File: config.mk
export PLATFORM = sky130hd
export DESIGN_NAME = alu_arbiter
export DESIGN_NICKNAME = d
export VERILOG_FILES = /design/src/rtl/alu_arbiter.sv
export SDC_FILE = /design/constraint.sdc
export NUM_CORES = 1
export LEC_CHECK = 0
export ABC_AREA = 1
export CORE_ASPECT_RATIO = 1.5
export CORE_UTILIZATION = 44
export DETAILED_ROUTE_END_ITERATION = 12
export GPL_ROUTABILITY_DRIVEN = 0
export PLACE_DENSITY = 0.84
export SETUP_SLACK_MARGIN = 0.15
export SLEW_MARGIN = 20
export SYNTH_ARGS = -nofsm -noshare
export SYNTH_HDL_FRONTEND = slang
export SYNTH_SLANG_ARGS = --single-unit
export TNS_END_PERCENT = 20
File: constraint.sdc
create_clock -name clk -period 1.9 [get_ports clk]
set_clock_uncertainty 0.1 [all_clocks]
set_input_delay 0.38 -clock clk [delete_from_list [all_inputs] [get_ports clk]]
set_output_delay 0.38 -clock clk [all_outputs]
set_load 0.005 [all_outputs]
File: src/rtl/alu_arbiter.sv
// alu_arbiter: two-requester arbiter and sequencer for one shared
// combinational ALU. It accepts one operation at a time, drives the ALU
// from registered operands, captures the result one cycle later and
// returns it, tagged with the requester ID, over a valid/ready handshake.
// Only one operation is in flight at a time.
//
// Ports:
//   clk, rst                  rising-edge clock, synchronous active-high reset
//   reqX_valid/ready          request handshake (ready is combinational)
//   reqX_sel/a/b              requester operation
//   alu_sel/a/b               registered operands to the ALU
//   alu_o/alu_c               ALU result and carry
//   rsp_valid/ready           response handshake
//   rsp_id/o/c                issuing requester, captured result and carry
//
// Build option: define ALU_ARB_FIXED_PRIO_EN to make requester 0 always win
// contention. The default build uses round-robin arbitration.
module alu_arbiter #(
    parameter int unsigned n = 4
) (
    input  logic         clk,
    input  logic         rst,
    input  logic         req0_valid,
    output logic         req0_ready,
    input  logic [2:0]   req0_sel,
    input  logic [n-1:0] req0_a,
    input  logic [n-1:0] req0_b,
    input  logic         req1_valid,
    output logic         req1_ready,
    input  logic [2:0]   req1_sel,
    input  logic [n-1:0] req1_a,
    input  logic [n-1:0] req1_b,
    output logic [2:0]   alu_sel,
    output logic [n-1:0] alu_a,
    output logic [n-1:0] alu_b,
    input  logic [n-1:0] alu_o,
    input  logic         alu_c,
    output logic         rsp_valid,
    input  logic         rsp_ready,
    output logic         rsp_id,
    output logic [n-1:0] rsp_o,
    output logic         rsp_c
);

    typedef enum logic [1:0] {
        IDLE = 2'd0,
        EXEC = 2'd1,
        RESP = 2'd2
    } state_t;

    state_t         state_q, state_d;
    logic [2:0]     alu_sel_q, alu_sel_d;
    logic [n-1:0]   alu_a_q, alu_a_d;
    logic [n-1:0]   alu_b_q, alu_b_d;
    logic           rsp_valid_q, rsp_valid_d;
    logic           rsp_id_q, rsp_id_d;
    logic [n-1:0]   rsp_o_q, rsp_o_d;
    logic           rsp_c_q, rsp_c_d;
    logic           grant0, grant1;
    logic           idle_ok;

`ifdef ALU_ARB_FIXED_PRIO_EN
    // Fixed priority: the pointer never moves, so requester 0 always wins.
    logic rr_ptr_q;
    assign rr_ptr_q = 1'b0;
`else
    logic rr_ptr_q, rr_ptr_d;

    // After a response completes, favour the requester that was not served.
    always_comb begin
        rr_ptr_d = rr_ptr_q;
        if (state_q == RESP && rsp_ready) begin
            rr_ptr_d = ~rsp_id_q;
        end
    end

    always_ff @(posedge clk) begin
        if (rst) begin
            rr_ptr_q <= 1'b0;
        end else begin
            rr_ptr_q <= rr_ptr_d;
        end
    end
`endif

    // Grants are only offered in IDLE and never while reset is asserted,
    // so the ready outputs read 0 during reset.
    assign idle_ok = (state_q == IDLE) && !rst;
    assign grant0  = idle_ok && req0_valid && (!req1_valid || !rr_ptr_q);
    assign grant1  = idle_ok && req1_valid && (!req0_valid ||  rr_ptr_q);

    always_comb begin
        state_d     = state_q;
        alu_sel_d   = alu_sel_q;
        alu_a_d     = alu_a_q;
        alu_b_d     = alu_b_q;
        rsp_valid_d = rsp_valid_q;
        rsp_id_d    = rsp_id_q;
        rsp_o_d     = rsp_o_q;
        rsp_c_d     = rsp_c_q;
        unique case (state_q)
            IDLE: begin
                if (grant0) begin
                    alu_sel_d = req0_sel;
                    alu_a_d   = req0_a;
                    alu_b_d   = req0_b;
                    rsp_id_d  = 1'b0;
                    state_d   = EXEC;
                end else if (grant1) begin
                    alu_sel_d = req1_sel;
                    alu_a_d   = req1_a;
                    alu_b_d   = req1_b;
                    rsp_id_d  = 1'b1;
                    state_d   = EXEC;
                end
            end
            EXEC: begin
                // ALU has had one full cycle to settle on the registered operands.
                rsp_o_d     = alu_o;
                rsp_c_d     = alu_c;
                rsp_valid_d = 1'b1;
                state_d     = RESP;
            end
            RESP: begin
                if (rsp_ready) begin
                    rsp_valid_d = 1'b0;
                    state_d     = IDLE;
                end
            end
            default: begin
                state_d = IDLE;
            end
        endcase
    end

    always_ff @(posedge clk) begin
        if (rst) begin
            state_q     <= IDLE;
            alu_sel_q   <= '0;
            alu_a_q     <= '0;
            alu_b_q     <= '0;
            rsp_valid_q <= 1'b0;
            rsp_id_q    <= 1'b0;
            rsp_o_q     <= '0;
            rsp_c_q     <= 1'b0;
        end else begin
            state_q     <= state_d;
            alu_sel_q   <= alu_sel_d;
            alu_a_q     <= alu_a_d;
            alu_b_q     <= alu_b_d;
            rsp_valid_q <= rsp_valid_d;
            rsp_id_q    <= rsp_id_d;
            rsp_o_q     <= rsp_o_d;
            rsp_c_q     <= rsp_c_d;
        end
    end

    assign req0_ready = grant0;
    assign req1_ready = grant1;
    assign alu_sel    = alu_sel_q;
    assign alu_a      = alu_a_q;
    assign alu_b      = alu_b_q;
    assign rsp_valid  = rsp_valid_q;
    assign rsp_id     = rsp_id_q;
    assign rsp_o      = rsp_o_q;
    assign rsp_c      = rsp_c_q;

endmodule

==> metrics.log, run 1 <==
[metrics] Die X-Extent: around 44 microns
[metrics] share of cells above drive strength 1: 0.140
[metrics] required time of the critical path: about 1.4 ns
[metrics] total congestion overflow: 0
[metrics] capture point of the critical path: req1_ready
[metrics] first-pass GRT wire length: 4710 microns
[metrics] iteration-0 DRC count of the detailed router: 30
[metrics] Sequential Area: 427 sq um
[metrics] post-DR wirelength/cell: 11.2 microns
[metrics] routed wire length: 2840 microns
[metrics] nets in the synthesized netlist: 201
[metrics] most area-hungry cell type in the Yosys netlist: sky130_fd_sc_hd__dfxtp_1
[metrics] highest fanout seen on the critical path: 4
[metrics] fin. max-slew vios: 0
[metrics] fraction of met1 tracks used by global routing: 0.234
[metrics] library cells used by synthesis: 19
[metrics] number of sinks handled by clock tree synthesis: 21
[metrics] global-route met3 utilization: 0.0226
[metrics] area enclosed by the die boundary: 2800 sq um
[metrics] worst hold path class: flop to flop
[metrics] Yosys warnings: 0
[metrics] source of the worst register-to-register timing path: rr_ptr_q
[metrics] count leader, synth: sky130_fd_sc_hd__nor2_1
[metrics] DRC violation count after routing: 6
[metrics] mapped cell area: 1140 sq um
[metrics] largest net degree at the start of global routing: 24
[metrics] count of filler cells inserted in the layout: 208
[metrics] unrepaired setup endpoints after global routing: true
[metrics] multi-input combinational cell area: about 540 sq um
[metrics] nature of the critical path endpoint: output port
[metrics] effective utilization at floorplan: 0.465
[metrics] vias after detailed routing: 1196
[metrics] CTS buffer count: 3
[metrics] Worst-path clk slew: 0.12 ns
[metrics] arrival time of data at the critical path endpoint: approximately 1.3 ns
[metrics] register area share after synthesis: 0.369
[metrics] via count of the first global-routing pass: about 1100
[metrics] total of max-cap violations: 0
[metrics] count of inserted antenna diode cells: 0
[metrics] number of buffer cells added on primary ports: 51
[metrics] cells on worst reg2reg path: 8
[metrics] CTS root buffer: sky130_fd_sc_hd__clkbuf_4
[metrics] slowest library cell on the worst path: sky130_fd_sc_hd__dfxtp_4
[metrics] top-area cell type share of the netlist area: 0.369
[metrics] sum of negative setup slack: 0 ns
[metrics] Syn Area/Cell: 6.74 sq um
[metrics] Critical Path Source Type: flop
[metrics] number of flops mapped to enable cells by yosys: 0
[metrics] critical path class: flop to output port
[metrics] maximum clock frequency: 0.568 GHz
[metrics] part of the cycle the worst path needs: 0.926
[metrics] Cell Chain, Critical Path: nor2_4 > buf_4 > nand4_4 > inv_1 > dlygate4sd2_1
[metrics] remaining antenna violation count: 0
[metrics] leading register cell type out of synthesis: sky130_fd_sc_hd__dfxtp_1
[metrics] most common library cells after synthesis: 43 x sky130_fd_sc_hd__nor2_1, 28 x sky130_fd_sc_hd__inv_1, 26 x sky130_fd_sc_hd__nand2_1
[metrics] area growth from synthesis to final layout: 52.7%
[metrics] flops & latches, synth: 21
[metrics] core box area: ~2400 sq um
[metrics] initial antenna violation count: 0
[metrics] cell row count: 22
[metrics] Max Buffers Root-to-Sink: 2
[metrics] run status: finished, violations left
[metrics] Global Route met2 Usage: 0.422
[metrics] Vias per Instance: 4.73
[metrics] Net count, final: 262
[metrics] source of the critical timing path: state_q[1]
[metrics] GR Util All Layers: 0.218
[metrics] hold_buf cts: 0
[metrics] internal reg-to-reg setup slack: around 0.39 ns
[metrics] areal power density over the cells: 625 nW/um^2
[metrics] number of top-level design ports: 52
[metrics] first-pass iteration count of the detailed router: 8
[metrics] placement-stage worst setup slack: -0.294 ns
[metrics] HPWL Detailed: 2070 microns
[metrics] number of hold violations in the final report: 0
[metrics] ys async rst share: 0
[metrics] Post-Synthesis Cells: ~170
[metrics] CTS tree: done
[metrics] Worst-Margin Slew: 0.328 ns
[metrics] Rel. slew slack: 0.781
[metrics] worst r2r dst: alu_a[2]
[metrics] failing checks: DRC
[metrics] later-pin clock latency in the skew report: 0.30 ns
[metrics] Final min period: 1.76 ns
[metrics] H-tree depth: 1
[metrics] most used routing layer: met2
[metrics] static leakage: 0.820 nW
[metrics] maximum vdd ir drop: about 0.53 mV
[metrics] vertical die dimension: 64.3 microns
[metrics] top cells by area, synth: sky130_fd_sc_hd__dfxtp_1 37%, sky130_fd_sc_hd__nor2_1 14%, sky130_fd_sc_hd__inv_1 9.2%
[metrics] final setup violation count: 0
[metrics] Max stage delay on crit path: 0.38 ns
[metrics] PnR worst setup slack: 0.140 ns
==> registers in the layout, indices dropped and copies added (netlist names) <==
| signal | flops |
|---|---|
| rsp_o | 4 |
| alu_b | 4 |
| alu_sel | 3 |
| rr_ptr_q | 1 |
| rsp_c | 1 |
| alu_a | 4 |
| rsp_id | 1 |
| rsp_valid | 1 |
| state_q | 2 |
==> power by group <==
group          total, mW  switching, mW  leakage, nW  internal (mW)
combinational      0.362          0.156        0.630          0.206
clock              0.218          0.136       0.0150         0.0818
sequential         0.507         0.0231        0.174          0.484
==> timing repair <==
action                                  4_1_cts  5_1_grt
buffers inserted                              2        1
cloned                                        0        0
gates resized for setup                       9        3
endpoints found under the setup margin        3        1
pin swaps                                     3        1
==> layout make-up <==
class / instances / area share
clock buffers: 4 / 0.0151
inverters: 29 / 0.0626
multi-input cells: 111 / 0.309
flip-flops and latches: 21 / 0.245
well taps: 24 / 0.0173
repair buffers: 64 / 0.351
==> stage by stage <==
| step | util | power (mW) | hold WS [ns] | cells | instance area (sq um) |
|---|---|---|---|---|---|
| after floorplan | - | 0.690 | 0.349 | 169 | 1140 |
| after global placement | 0.691 | 0.863 | 0.346 | 246 | 1690 |
| after detailed placement | 0.691 | 0.871 | 0.352 | 246 | 1690 |
| after CTS | 0.707 | 1.09 | 0.368 | 252 | 1730 |
| after global routing | 0.710 | 1.15 | 0.412 | 253 | 1740 |
| final | 0.710 | 1.09 | 0.372 | 253 | 1740 |
==> layout by cell type, fill, tap and decap left out <==
master                            instances
sky130_fd_sc_hd__a21oi_4                  1
sky130_fd_sc_hd__clkbuf_4                 3
sky130_fd_sc_hd__nor2_2                   1
sky130_fd_sc_hd__nand4_4                  2
sky130_fd_sc_hd__inv_1                   28
sky130_fd_sc_hd__nand2_1                 25
sky130_fd_sc_hd__nand3b_1                 1
sky130_fd_sc_hd__clkbuf_2                 1
sky130_fd_sc_hd__dfxtp_4                  1
sky130_fd_sc_hd__buf_12                   1
sky130_fd_sc_hd__nor2_4                   1
sky130_fd_sc_hd__nor2_1                  43
sky130_fd_sc_hd__inv_2                    1
sky130_fd_sc_hd__o21ai_0                  7
sky130_fd_sc_hd__nand2_2                  4
sky130_fd_sc_hd__dfxtp_1                 18
sky130_fd_sc_hd__dlygate4sd2_1            4
sky130_fd_sc_hd__clkdlybuf4s50_1         46
sky130_fd_sc_hd__buf_4                   12
sky130_fd_sc_hd__o21ai_1                  8
sky130_fd_sc_hd__o21ai_2                  2
sky130_fd_sc_hd__clkbuf_1                 1
sky130_fd_sc_hd__dfxtp_2                  2
sky130_fd_sc_hd__a21oi_1                  4
sky130_fd_sc_hd__nand3_1                 12
==> critical path, delay by kind of cell, from the launching register on <==
kind / cells / cell delay (ns)
buffers and inverters: 3 / 0.40
flip-flops: 1 / 0.38
AND/OR/NAND/NOR: 2 / 0.19
==> routing by layer <==
layer  part of all wire  vias to the layer above
met1               0.38                      529
met4              0.015                        0
li1                   -                      632
met5                  0                        -
met3              0.041                        4
met2               0.56                       31
==> worst min-delay path by stage <==
stage | start | end | depth (start not counted)
after floorplan | rst | rsp_valid | 1
after detailed placement | rsp_valid | rsp_valid | 2
after global placement | rsp_valid | rsp_valid | 2
final | rsp_valid | rsp_valid | 2
after global routing | rsp_valid | rsp_valid | 2
after CTS | rsp_valid | rsp_valid | 2
==> kinds of logic (layout without fill, tap and decap cells) <==
logic type,after synthesis,count (layout),synth area share
AND/OR/NAND/NOR,89,89,0.356
buffers and inverters,37,97,0.162
AO/OA/AOI/OAI,22,22,0.113
flip-flops,21,21,0.369
(Power assumes the default switching activity.)
==> run 2: changes to the inputs <==
Settings changed: RECOVER_POWER set to 100.
==> run 2 against run 1 <==
Effect of this change: the flow still finishes with violations (DRC); combinational power fell by 5%; setup slack worse by 0.011 ns; final cell count stayed put; maximum frequency down 0.61%; register-to-register slack got worse by 0.14 ns; clock power hardly changed; worst hold slack better by 0.0028 ns; routed wire length rose by 0.18%; clock-buffer cell count did not move; final area fell by 0.86%; utilization fell by 0.61 points; global-route usage is the same.
==> metrics.log, run 2 (same netlist as run 1, synthesis figures left out) <==
[metrics] final setup violation count: 0 (unchanged)
[metrics] worst hold path class: flop to flop
[metrics] effective utilization at floorplan: 0.465 (unchanged)
[metrics] areal power density over the cells: 618 nW/um^2 (-1.1%)
[metrics] clock power share: 0.203 (+0.003)
[metrics] highest fanout seen on the critical path: 4 (unchanged)
[metrics] core occupancy in the finished layout: 0.704 (-0.00613)
[metrics] maximum vdd ir drop: 0.520 mV (-2.4%)
[metrics] CTS root buffer: sky130_fd_sc_hd__clkbuf_4
[metrics] initial antenna violation count: 0 (unchanged)
[metrics] Vias per Instance: 4.77 (+0.92%)
[metrics] Sequential Area: 422 sq um (-1.2%)
[metrics] post-DR wirelength/cell: 11.2 microns (+0.18%)
[metrics] number of top-level design ports: 52 (unchanged)
[metrics] first-pass GRT wire length: 4710 microns (unchanged)
[metrics] iteration-0 DRC count of the detailed router: 26 (-13%)
[metrics] fin. max-slew vios: 0 (unchanged)
[metrics] total congestion overflow: 0 (unchanged)
[metrics] count of filler cells inserted in the layout: 213 (+2.4%)
[metrics] Critical Path Source Type: flop
[metrics] DRC violation count after routing: 6 (unchanged)
[metrics] Worst Hold Endpoint: rsp_valid
[metrics] count of inserted antenna diode cells: 0 (unchanged)
[metrics] number of sinks handled by clock tree synthesis: 21 (unchanged)
[metrics] run status: finished, violations left
[metrics] via count of the first global-routing pass: 1127 (unchanged)
[metrics] unrepaired setup endpoints after global routing: true
[metrics] failing checks: DRC
[metrics] Rel. slew slack: 0.650 (-0.131)
[metrics] smallest hold slack: 0.374 ns (+0.00282 ns)
[metrics] cells on worst reg2reg path: 8 (unchanged)
[metrics] Hold Crit Start: rsp_valid
[metrics] proportion of power drawn by flip-flops and latches: 0.474 (+0.008)
[metrics] Max Buffers Root-to-Sink: 2 (unchanged)
[metrics] Worst-path clk slew: 0.12 ns (about the same)
[metrics] commonest cells after routing, fill and taps aside: 43 x sky130_fd_sc_hd__nor2_1, 28 x sky130_fd_sc_hd__inv_1, 27 x sky130_fd_sc_hd__clkdlybuf4s50_1, 25 x sky130_fd_sc_hd__nand2_1, 20 x sky130_fd_sc_hd__dfxtp_1
[metrics] core box area: 2450 sq um (unchanged)
[metrics] source of the worst register-to-register timing path: rr_ptr_q
[metrics] switching power share of the total: 0.292 (+0.00163)
[metrics] part of the cycle the worst path needs: 0.932 (+0.00565)
[metrics] nature of the critical path endpoint: output port
[metrics] required time of the critical path: 1.42 ns (about the same)
[metrics] cell internal power dissipation: 0.755 mW (-2.2%)
[metrics] static leakage: 0.864 nW (+5.4%)
[metrics] largest net degree at the start of global routing: 24 (unchanged)
[metrics] combinational power share: 0.323 (-0.010)
[metrics] area growth from synthesis to final layout: 51.4%
[metrics] arrival time of data at the critical path endpoint: 1.29 ns (about the same)
[metrics] vertical die dimension: 64.3 microns (unchanged)
[metrics] area enclosed by the die boundary: 2800 sq um (unchanged)
[metrics] hold path depth: 2 (unchanged)
[metrics] GR Util All Layers: 0.218 (unchanged)
[metrics] Final min period: 1.77 ns (+0.0107 ns)
[metrics] worst r2r dst: alu_a[2]
[metrics] internal reg-to-reg setup slack: 0.25 ns (-0.14 ns)
[metrics] total net switching power: 0.311 mW (-1.4%)
[metrics] critical path class: flop to output port
[metrics] H-tree depth: 1 (unchanged)
[metrics] share of cells above drive strength 1: 0.131 (-0.00873)
[metrics] Net count, final: 262 (unchanged)
[metrics] CTS buffer count: 3 (unchanged)
[metrics] later-pin clock latency in the skew report: 0.30 ns (about the same)
[metrics] cell row count: 22 (unchanged)
[metrics] total of max-cap violations: 0 (unchanged)
[metrics] remaining antenna violation count: 0 (unchanged)
[metrics] multi-input combinational cell area: 529 sq um (-1.4%)
[metrics] vias after detailed routing: 1207 (+0.92%)
[metrics] HPWL Detailed: 2070 microns (unchanged)
[metrics] most common cell after layout, fill and taps aside: sky130_fd_sc_hd__nor2_1
[metrics] CTS tree: done
[metrics] Worst-Margin Slew: 0.525 ns (+0.198 ns)
[metrics] number of hold violations in the final report: 0 (unchanged)
[metrics] maximum clock frequency: 0.565 GHz (-0.61%)
[metrics] routed wire length: 2840 microns (+0.18%)
[metrics] number of buffer cells added on primary ports: 51 (unchanged)
[metrics] first-pass iteration count of the detailed router: 8 (unchanged)
[metrics] Die X-Extent: 43.5 microns (unchanged)
run 2: power by group through the flow:
stage	clock network, mW	logic (mW)	registers, mW
global placement	0	0.347	0.516
detailed placement	0	0.354	0.517
CTS	0.223	0.360	0.508
global route	0.234	0.385	0.511
finish	0.216	0.344	0.505
floorplan	0	0.171	0.519
run 2: critical path, stage by stage (launching register included):
cell and delay, ns:
sky130_fd_sc_hd__dfxtp_1 0.43, sky130_fd_sc_hd__nor2_4 0.06, sky130_fd_sc_hd__buf_4 0.14, sky130_fd_sc_hd__nand4_4 0.06, sky130_fd_sc_hd__inv_1 0.04, sky130_fd_sc_hd__dlygate4sd2_1 0.25
run 2: repair_timing:
action | CTS | global route
resized for setup | 9 | 3
hold buffers | 0 | 0
pin swaps | 3 | 1
cloned | 0 | 0
setup buffers | 2 | 1
setup endpoints to repair | 3 | 1
run 2: worst max-delay path by stage:
stage               depth (start not counted)         end        from
global route                                8    alu_a[2]         rst
floorplan                                   5  req1_ready         rst
detailed placement                          5  req1_ready  req0_valid
global placement                            5  req1_ready  req0_valid
finish                                      5  req1_ready  state_q[1]
CTS                                         5  req0_ready  state_q[0]
run 2: final cells by class:
class	count	area share
repair buffers	64	0.353
well taps	24	0.0174
multi-input cells	111	0.307
clock buffers	4	0.0152
inverters	29	0.0631
flip-flops and latches	21	0.245
run 2: stage by stage:
step	setup TNS [ns]	cells	power, mW	setup slack, ns	area (sq um)
floorplan	0	169	0.690	0.493	1140
global placement	-1.85	246	0.863	-0.274	1690
detailed placement	-2.08	246	0.871	-0.294	1690
CTS	0	252	1.09	0.105	1730
global route	0	253	1.13	0.0642	1720
finish	0	253	1.07	0.129	1720
run 2: metal layers:
layer / global-route usage / up-vias / part of all wire
li1: - / 631 / -
met1: 0.234 / 536 / 0.38
met2: 0.422 / 36 / 0.56
met3: 0.0226 / 4 / 0.043
met4: 0.0703 / 0 / 0.015
met5: 0 / - / 0
